<file path="config.mk">
export PLATFORM = sky130hd
export DESIGN_NAME = vga_timing_gen
export DESIGN_NICKNAME = d
export VERILOG_FILES = /design/src/rtl/vga_timing_gen.sv
export SDC_FILE = /design/constraint.sdc
export NUM_CORES = 1
export LEC_CHECK = 0
export BUFFER_PORTS_ARGS = -buffer_cell sky130_fd_sc_hd__buf_4
export CAP_MARGIN = 30
export CELL_PAD_IN_SITES_DETAIL_PLACEMENT = 0
export CELL_PAD_IN_SITES_GLOBAL_PLACEMENT = 1
export CORE_ASPECT_RATIO = 1.1
export CORE_MARGIN = 2
export CORE_UTILIZATION = 45
export DETAILED_ROUTE_END_ITERATION = 7
export HOLD_SLACK_MARGIN = 0.08
export PLACE_DENSITY = 0.82
export SYNTH_ARGS = -nofsm -noshare
export SYNTH_HDL_FRONTEND = slang
export SYNTH_SLANG_ARGS = --single-unit
</file>
<file path="constraint.sdc">
create_clock -name clk -period 4.2 [get_ports clk]
set_input_delay 0.42 -clock clk [delete_from_list [all_inputs] [get_ports clk]]
set_output_delay 0.42 -clock clk [all_outputs]
set_load 0.1 [all_outputs]
</file>
<file path="src/rtl/vga_timing_gen.sv">
// vga_timing_gen: VGA raster timing (pixel strobe, H/V counters, syncs, frame and seconds ticks).
// Define GAME_PAUSE_EN to add a pause input that suppresses and freezes the frame/sec ticks.
module vga_timing_gen #(
    parameter int CLK_DIV        = 4,
    parameter int H_ACTIVE       = 640,
    parameter int H_FP           = 16,
    parameter int H_SYNC         = 96,
    parameter int H_BP           = 48,
    parameter int V_ACTIVE       = 480,
    parameter int V_FP           = 10,
    parameter int V_SYNC         = 2,
    parameter int V_BP           = 33,
    parameter int FRAMES_PER_SEC = 60
) (
    input  logic       clk,
    input  logic       reset,
`ifdef GAME_PAUSE_EN
    input  logic       pause,
`endif
    output logic       pix_en,
    output logic [9:0] Hcount,
    output logic [9:0] Vcount,
    output logic       Hsync,
    output logic       Vsync,
    output logic       active,
    output logic       frame,
    output logic       sec
);
    localparam int H_TOTAL = H_ACTIVE + H_FP + H_SYNC + H_BP;
    localparam int V_TOTAL = V_ACTIVE + V_FP + V_SYNC + V_BP;
    localparam int DW = CLK_DIV > 1 ? $clog2(CLK_DIV) : 1;
    localparam int FW = FRAMES_PER_SEC > 1 ? $clog2(FRAMES_PER_SEC) : 1;
    localparam logic [DW-1:0] DIV_LAST = DW'(CLK_DIV - 1);
    localparam logic [FW-1:0] F_LAST   = FW'(FRAMES_PER_SEC - 1);
    localparam logic [9:0] H_LAST   = 10'(H_TOTAL - 1);
    localparam logic [9:0] V_LAST   = 10'(V_TOTAL - 1);
    localparam logic [9:0] HS_START = 10'(H_ACTIVE + H_FP);
    localparam logic [9:0] HS_END   = 10'(H_ACTIVE + H_FP + H_SYNC - 1);
    localparam logic [9:0] VS_START = 10'(V_ACTIVE + V_FP);
    localparam logic [9:0] VS_END   = 10'(V_ACTIVE + V_FP + V_SYNC - 1);
    localparam logic [9:0] H_ACT    = 10'(H_ACTIVE);
    localparam logic [9:0] V_ACT    = 10'(V_ACTIVE);

    logic [DW-1:0] div_q, div_d;
    logic [FW-1:0] fc_q, fc_d;
    logic [9:0]    h_q, h_d, v_q, v_d;
    logic          pix_q, pix_d, hs_q, hs_d, vs_q, vs_d, act_q, act_d;
    logic          frame_q, frame_d, sec_q, sec_d;
    logic          h_wrap, v_wrap, tick, hold;

`ifdef GAME_PAUSE_EN
    assign hold = pause;
`else
    assign hold = 1'b0;
`endif

    // Syncs and active decode the next counter values so they register in step with the counters.
    always_comb begin
        div_d   = (div_q == DIV_LAST) ? '0 : div_q + 1'b1;
        pix_d   = (div_q == DIV_LAST);
        h_wrap  = pix_q && (h_q == H_LAST);
        v_wrap  = h_wrap && (v_q == V_LAST);
        h_d     = h_wrap ? '0 : h_q + {9'd0, pix_q};
        v_d     = v_wrap ? '0 : v_q + {9'd0, h_wrap};
        hs_d    = !((h_d >= HS_START) && (h_d <= HS_END));
        vs_d    = !((v_d >= VS_START) && (v_d <= VS_END));
        act_d   = (h_d < H_ACT) && (v_d < V_ACT);
        tick    = v_wrap && !hold;
        fc_d    = tick ? ((fc_q == F_LAST) ? '0 : fc_q + 1'b1) : fc_q;
        frame_d = tick;
        sec_d   = tick && (fc_q == F_LAST);
    end

    always_ff @(posedge clk) begin
        if (!reset) begin
            div_q   <= '0;
            fc_q    <= '0;
            h_q     <= '0;
            v_q     <= '0;
            pix_q   <= 1'b0;
            hs_q    <= 1'b1;
            vs_q    <= 1'b1;
            act_q   <= 1'b1;
            frame_q <= 1'b0;
            sec_q   <= 1'b0;
        end else begin
            div_q   <= div_d;
            fc_q    <= fc_d;
            h_q     <= h_d;
            v_q     <= v_d;
            pix_q   <= pix_d;
            hs_q    <= hs_d;
            vs_q    <= vs_d;
            act_q   <= act_d;
            frame_q <= frame_d;
            sec_q   <= sec_d;
        end
    end

    assign pix_en = pix_q;
    assign Hcount = h_q;
    assign Vcount = v_q;
    assign Hsync  = hs_q;
    assign Vsync  = vs_q;
    assign active = act_q;
    assign frame  = frame_q;
    assign sec    = sec_q;
endmodule
</file>
# Yosys cells after proc, flatten, opt, wreduce, memory -nomap -nowiden
# Index checks and enable logic that the tools add are counted.
# totals
regBits,34
in_bits,2
out_inout_bits,26
# op_classes
n_addsub,4
order_cmp,6
n_eq_ne,4
mux,3
bitwise,1
n_reduce_logical,9
# ops
operator,count
$add 10x1->10,2
$eq 10x10->1 const B,2
$mux 10,2
$ge 10x10->1 const B,1
$ge 10x9->1 const B,1
$le 10x10->1 const B,1
$le 10x9->1 const B,1
$lt 10x10->1 const B,1
$lt 10x9->1 const B,1
$add 6x1->6 const B,1
$eq 6x6->1 const B,1
$logic_and 1x1->1,6
$mux 6,1
$add 2x1->2 const B,1
$eq 2x2->1 const B,1
$logic_not 1->1,2
$reduce_or 2->1,1
$not 1->1,1

# Logic depth before layout (Yosys ltp)
# Gate-level depths: netlist of the first run.
# logic_depth
depth_word,7
depth_mapped,12
ltp_nobuf,10

# Worst setup path before layout of the first run
# No wires, ideal clock.
# synth_timing
path_type,reg-to-reg
startpoint,register h_q[4] (netlist: Hcount[4])
endpoint,register vs_q (netlist: Vsync)
setup_time_ns,0.136
arrival_ns,3.383
required_ns,4.064
setup_slack_ns,0.681
path_stages_with_launch,13
path_buffers,2
period_less_slack_ns,3.519
cell_sequence,dfxtp_1 -> buf_4 -> nand3_2 -> or3_1 -> buf_6 -> inv_1 -> ha_1 -> ha_1 -> nand3_1 -> or2_1 -> xor2_1 -> nor4b_1 -> nand3_1
# synth_between
elab_chain_cells,7
elab_cells_between_ends,9
# synth_lines
item,line,source
start: declaration,46,"logic [9:0] h_q, h_d, v_q, v_d;"
start signal: assignment,78,h_q <= '0;
start signal: assignment,89,h_q <= h_d;
$eq 10x10->1 *,61,h_wrap = pix_q && (h_q == H_LAST);
$logic_and 1x1->1 *,61,
$add 10x1->10 / $logic_and 1x1->1 (equally long branches),"64, 62",
$mux 10 *,64,"v_d = v_wrap ? '0 : v_q + {9'd0, h_wrap};"
$ge 10x9->1 / $le 10x9->1 (equally long branches),66,vs_d = !((v_d >= VS_START) && (v_d <= VS_END));
$logic_and 1x1->1 *,66,
$logic_not 1->1 *,66,
end signal: assignment,93,vs_q <= vs_d;
end: declaration,47,"logic pix_q, pix_d, hs_q, hs_d, vs_q, vs_d, act_q, act_d;"
# Every way passes the cells marked *; elsewhere a longest branch is shown, timed or not.
# A chain may end at the register's enable or synchronous reset.

# Worst setup path in the final report of the first run
# Ends and elaborated chain as after synthesis.

==> results.cfg, run 1 <==
[critical_path]
worstPathRequired_ns = 4.36
cp-start-kind = flop
startpoint = Hcount[4]$_SDFF_PN0_
r2r_cells = 10
crit_arrival_ns = 3.20
path_class = flop to flop
crit_end = Vsync$_SDFF_PN1_
path_max_fanout = 10
r2r-start = Hcount[4]$_SDFF_PN0_
r2r-end = Vsync$_SDFF_PN1_
r2r_slack_ns = 1.16
cp-end-kind = flop

[timing]
fmax_ghz = 0.329
slew_viol_final = 0
whs_ns = 0.410
hold_viol = 0
setup_violations = 0
rsz0062_at_grt = false
fin_crit_sh_pct = 72.4
tightest_slew_ns = 0.720
finClkSkew_ns = 0.00938
slew_headroom_pct = 51.6
period_minus_slack_ns = 3.04
fin_setup_tns_ns = 0

[global_route]
overflow = 0
antenna_found_initial = 0
grt_max_degree = 13
grt_pass1_vias = 1216
grt_usage_pct = 16.3
grt_pass1_wl_microns = 5330

[floorplan]
ios = 28
initial_core_util_pct = 46.7
placementRows = 23
core-area_sq_um = 3630
die_h_microns = 68.3
die_area_sq_um = 4270
dieWidth_microns = 62.5

[placed_design]
numPortBuffers = 27
dp_hpwl_microns = 2450
gp_congestion = 0.782
dpl_cell_area_sq_um = 1890
place_inst = 246

[clocking]
ctsLongestPathBuffers = 2
cts-root-buf = clkbuf_8
htree_levels = 2
path_clk_slew_ns = 0.07
clk_latency_ns = 0.29
cts_sinks = 34
cts_buffers = 5
tritoncts = built
hold_buffers = 0
postCtsSetupBuffers = 0
postCtsResizedCells = 0

[detailed_routing]
drc = 0
first_pass_iters = 5
first_iter_violations = 61
vias_per_cell = 5.08
num_vias = 1291
wl_per_cell_microns = 12.8
drt_wl_total_microns = 3240
ant_nets = 0

[logic_synthesis]
avgSynthCellArea_sq_um = 9.46
ys_seq_area_share_pct = 40.2
netlist_area_sq_um = 1690
synth_edf_count = 0
ys_warn_count = 0
syn-num-nets = 187
ys_seq_elements = 34
synth_ff_type = dfxtp_1
synthCells = 179
ys_async_sr_fraction_pct = 0
ys_types = 49

[power_and_ir_drop]
ir_worst_vdd_mv = 0.133
p_total_mw = 0.715
p_leak_nw = 0.834
power.density_nw_per_um2 = 353

[finish]
final_nets = 211
drive_gt1_share_pct = 25.5
area_growth_pct = 19.7
fin_cells = 254
fin_area_sq_um = 2030
antenna_cells = 0

[hold_path]
holdPathStages = 2
hold_class = input pin to flop

[status]
status = complete, no violations

[flow_run]
maxCapViolCount = 0
Yosys cell counts (2+ instances only):
master / n / area, sq um
a21oi_1: 3 / 15.0
a31o_2: 2 / 17.5
nor3_2: 2 / 20.0
ha_1: 6 / 75.1
or2_2: 2 / 12.5
nand4_1: 2 / 12.5
nor4b_1: 3 / 26.3
and3_2: 2 / 15.0
o211ai_1: 2 / 15.0
xor2_1: 7 / 61.3
or3_1: 2 / 12.5
o21ai_0: 2 / 10.0
nand3_1: 15 / 75.1
a211oi_1: 2 / 15.0
dfxtp_1: 34 / 681
buf_4: 2 / 15.0
inv_1: 4 / 15.0
o31ai_1: 3 / 22.5
nor2_1: 20 / 75.1
xnor2_1: 12 / 105
buf_6: 3 / 33.8
nor3_1: 5 / 25.0
and2_1: 5 / 31.3
clkbuf_1: 4 / 15.0
and3_1: 2 / 12.5
nand2_1: 10 / 37.5
layout make-up:
class / instances / area [sq um]
fillers: 346 / 1600
multi-input cells: 131 / 928
flip-flops and latches: 34 / 681
repair buffers: 27 / 203
clock buffers: 5 / 68.8
clock inverters: 3 / 68.8
well taps: 50 / 62.6
inverters: 4 / 15.0
how the worst min path moves through the flow:
stage | from | endpoint | slack [ns]
finish | reset | Vcount[5]$_SDFF_PN0_ | 0.41
global route | reset | pix_en$_SDFF_PN0_ | 0.41
CTS | reset | pix_en$_SDFF_PN0_ | 0.41
detailed placement | div_q[0]$_SDFF_PP0_ | div_q[0]$_SDFF_PP0_ | 0.42
global placement | div_q[0]$_SDFF_PP0_ | div_q[0]$_SDFF_PP0_ | 0.42
floorplan | div_q[0]$_SDFF_PP0_ | div_q[0]$_SDFF_PP0_ | 0.41
cell families (layout without fill, tap and decap cells):
kind of cell / Yosys count / after routing / share of synthesized area, %
and+or+nand+nor: 84 / 84 / 31.3
adders and majority gates: 6 / 6 / 4.43
AOI/OAI and AO/OA: 22 / 22 / 9.31
xor gates and xnor gates: 19 / 19 / 9.83
DFF: 34 / 34 / 40.2
buffers and inverters: 14 / 39 / 4.95
critical path: stages (launching register included):
cell and delay (ns):
dfxtp_1 0.49, nand3_2 0.19, or3_1 0.61, inv_1 0.12, ha_1 0.21, ha_1 0.24
nand3_1 0.12, or2_1 0.26, xor2_1 0.16, nor4b_1 0.39, nand3_1 0.12
metrics by stage:
| step | setup WS [ns] | util, % |
|---|---|---|
| after floorplan | 0.681 | - |
| after global placement | 1.25 | 52.1 |
| after detailed placement | 1.15 | 52.1 |
| after CTS | 1.13 | 55.9 |
| after global routing | 0.848 | 55.9 |
| final | 1.16 | 55.9 |
layer usage:
| metal | GRT usage [%] | share of wire [%] |
|---|---|---|
| met2 | 30.4 | 50 |
| met3 | 4.77 | 4.2 |
| met4 | 8.33 | 2.0 |
| met1 | 17.1 | 43 |
| met5 | 0 | 0 |
power by group:
group          internal (mW)  leakage, nW  switching, mW  total (mW)
sequential             0.327        0.275        0.00392       0.330
combinational        0.00752        0.491         0.0218      0.0294
clock                  0.238       0.0683          0.118       0.355
sequential cells by signal, summed over array words and instances, names as in the netlist:
register / count
Hcount: 10
Hsync: 1
Vcount: 10
Vsync: 1
active: 1
div_q: 2
fc_q: 6
frame: 1
pix_en: 1
sec: 1
cell usage in the layout, fill, tap and decap left out, types with 2 or more instances in the layout:
| cell | synthesis | final |
|---|---|---|
| and2_1 | 5 | 5 |
| bufinv_16 | 0 | 2 |
| nand3_1 | 15 | 15 |
| nor4b_1 | 3 | 3 |
| clkbuf_8 | 0 | 5 |
| a211oi_1 | 2 | 2 |
| buf_4 | 2 | 27 |
| dfxtp_1 | 34 | 34 |
| inv_1 | 4 | 4 |
| nor3_1 | 5 | 5 |
| o211ai_1 | 2 | 2 |
| xor2_1 | 7 | 7 |
| o31ai_1 | 3 | 3 |
| or3_1 | 2 | 2 |
| a31o_2 | 2 | 2 |
| and3_2 | 2 | 2 |
| xnor2_1 | 12 | 12 |
| nor3_2 | 2 | 2 |
| nand4_1 | 2 | 2 |
| o21ai_0 | 2 | 2 |
| and3_1 | 2 | 2 |
| a21oi_1 | 3 | 3 |
| nor2_1 | 20 | 20 |
| nand2_1 | 10 | 10 |
| or2_2 | 2 | 2 |
| ha_1 | 6 | 6 |
Note: power is estimated with default switching activity, not from simulation.
==> inputs of run 2 (changes only) <==
--- a/config.mk
+++ b/config.mk
@@ -11,10 +11,10 @@
 export CELL_PAD_IN_SITES_GLOBAL_PLACEMENT = 1
 export CORE_ASPECT_RATIO = 1.1
 export CORE_MARGIN = 2
-export CORE_UTILIZATION = 45
+export CORE_UTILIZATION = 38
 export DETAILED_ROUTE_END_ITERATION = 7
 export HOLD_SLACK_MARGIN = 0.08
-export PLACE_DENSITY = 0.82
+export PLACE_DENSITY = 0.73
 export SYNTH_ARGS = -nofsm -noshare
 export SYNTH_HDL_FRONTEND = slang
 export SYNTH_SLANG_ARGS = --single-unit
==> constraint.sdc (replaced) <==
create_clock -name clk -period 2.75 [get_ports clk]
set_input_delay 0.275 -clock clk [delete_from_list [all_inputs] [get_ports clk]]
set_output_delay 0.275 -clock clk [all_outputs]
set_load 0.1 [all_outputs]
==> run 2 against run 1 <==
Compared with the run above: utilization shrank 7.8 points; global-route usage decreased by 0.056 points; sequential power rose by 51%; sequential cell count unchanged; via count rose by 4.0%; largest power group is now sequential cells.
==> results.cfg, run 2 (synthesized netlist as in run 1, its figures left out) <==
[detailed_routing]
wl_met3_microns = 166
wl_met1_microns = 1590
first_iter_violations = 30
first_pass_iters = 4
drt_wl_total_microns = 3600
met2_length_microns = 1790
vias_per_cell = 5.19
drc = 0
num_vias = 1343
wl_per_cell_microns = 13.9
top_layer = met4
ant_nets = 0

[power_and_ir_drop]
power.density_nw_per_um2 = 430
p_leak_nw = 0.809
ir_worst_vdd_mv = 0.265

[global_route]
antenna_found_initial = 0
grt_usage_pct = 16.3
overflow = 0
grt_max_degree = 13
grt_pass1_vias = 1238
grt_pass1_wl_microns = 5950

[critical_path]
path_class = flop to flop
path_cells = nand4b_4 -> or3_1 -> inv_2 -> ha_4 -> ha_4 -> nand3_2 -> or2_1 -> xor2_1 -> nor4b_2 -> nand3_1
path_buf_inv = 1
cp-end-kind = flop
critical-path-top-delay-family = simple AND/OR/NAND/NOR gates
critPathMostFrequentCell = ha_4
slowest_delay_ns = 0.41
path_max_fanout = 9
worstPathRequired_ns = 2.90
cpMaxStageDelayCell = or3_1
crit_arrival_ns = 2.59
cp-start-kind = flop

[clocking]
path_clk_slew_ns = 0.07
clk_latency_ns = 0.28
postCtsResizedCells = 0
cts_buffers = 5
postCtsSetupBuffers = 0
cts-root-buf = clkbuf_8
tritoncts = built
ctsLongestPathBuffers = 2
hold_buffers = 0
htree_levels = 2
cts_sinks = 34

[timing]
slew_viol_final = 0
tightest_slew_ns = 0.695
finClkSkew_ns = 0.0130
fin_setup_tns_ns = 0
fin_crit_sh_pct = 88.7
slew_headroom_pct = 53.3
hold_viol = 0
period_minus_slack_ns = 2.44
rsz0062_at_grt = false
fin_ws_ns = 0.310
fmax_ghz = 0.410
setup_violations = 0

[hold_path]
hold_class = input pin to flop

[floorplan]
die_h_microns = 74.0
die_area_sq_um = 5010
ios = 28
placementRows = 25
initial_core_util_pct = 39.5
core-area_sq_um = 4290
dieWidth_microns = 67.6

[placed_design]
gp_congestion = 0.780
post-place-ws_ns = 0.333
dp_hpwl_microns = 2740
numPortBuffers = 27

[finish]
final_nets = 212
antenna_cells = 0
final_cell_mix = 28 x buf_4, 23 x dfxtp_1, 20 x nor2_1, 14 x nand3_1, 12 x xnor2_1
area_growth_pct = 21.8
drive_gt1_share_pct = 32.2
final_common_cell = buf_4

[status]
status = complete, no violations

[flow_run]
maxCapViolCount = 0
## run 2: final timing paths
| kind | startpoint | to | slack, ns | cells after the start |
|---|---|---|---|---|
| max | Hcount[7]$_SDFF_PN0_ | Vsync$_SDFF_PN1_ | 0.31 | 10 |
| min | reset | pix_en$_SDFF_PN0_ | 0.29 | 2 |
| max reg2reg | Hcount[7]$_SDFF_PN0_ | Vsync$_SDFF_PN1_ | 0.31 | 10 |
| min reg2reg | div_q[0]$_SDFF_PP0_ | div_q[0]$_SDFF_PP0_ | 0.43 | 1 |
## run 2: where the power goes
part           switching (mW)  internal, mW
clock                   0.163         0.180
combinational          0.0340        0.0117
sequential            0.00654         0.492
## run 2: area by class of cell
cell class              count  area, sq um
clock buffers               8         80.1
fillers                   413         2220
inverters                   4         15.0
multi-input cells         131          972
flip-flops and latches     34          717
well taps                  54         67.6
repair buffers             28          210
## run 2: per-stage QoR
stage	instance area [sq um]	instances	hold WS [ns]	power (mW)	utilization [%]
4_1_cts	2060	259	0.279	0.902	48.1
6_report	2060	259	0.289	0.886	48.1
3_3_place_gp	1980	251	0.415	0.555	46.2
3_5_place_dp	1980	251	0.426	0.556	46.2
5_1_grt	2060	259	0.290	0.926	48.1
2_1_floorplan	1780	179	0.397	0.542	-
## run 2: metal layers
metal  vias up  global-route usage [%]
li1        681                       -
met1       634                    19.5
met2        24                    26.3
met3         4                    4.99
met4         0                    8.16
met5         -                       0
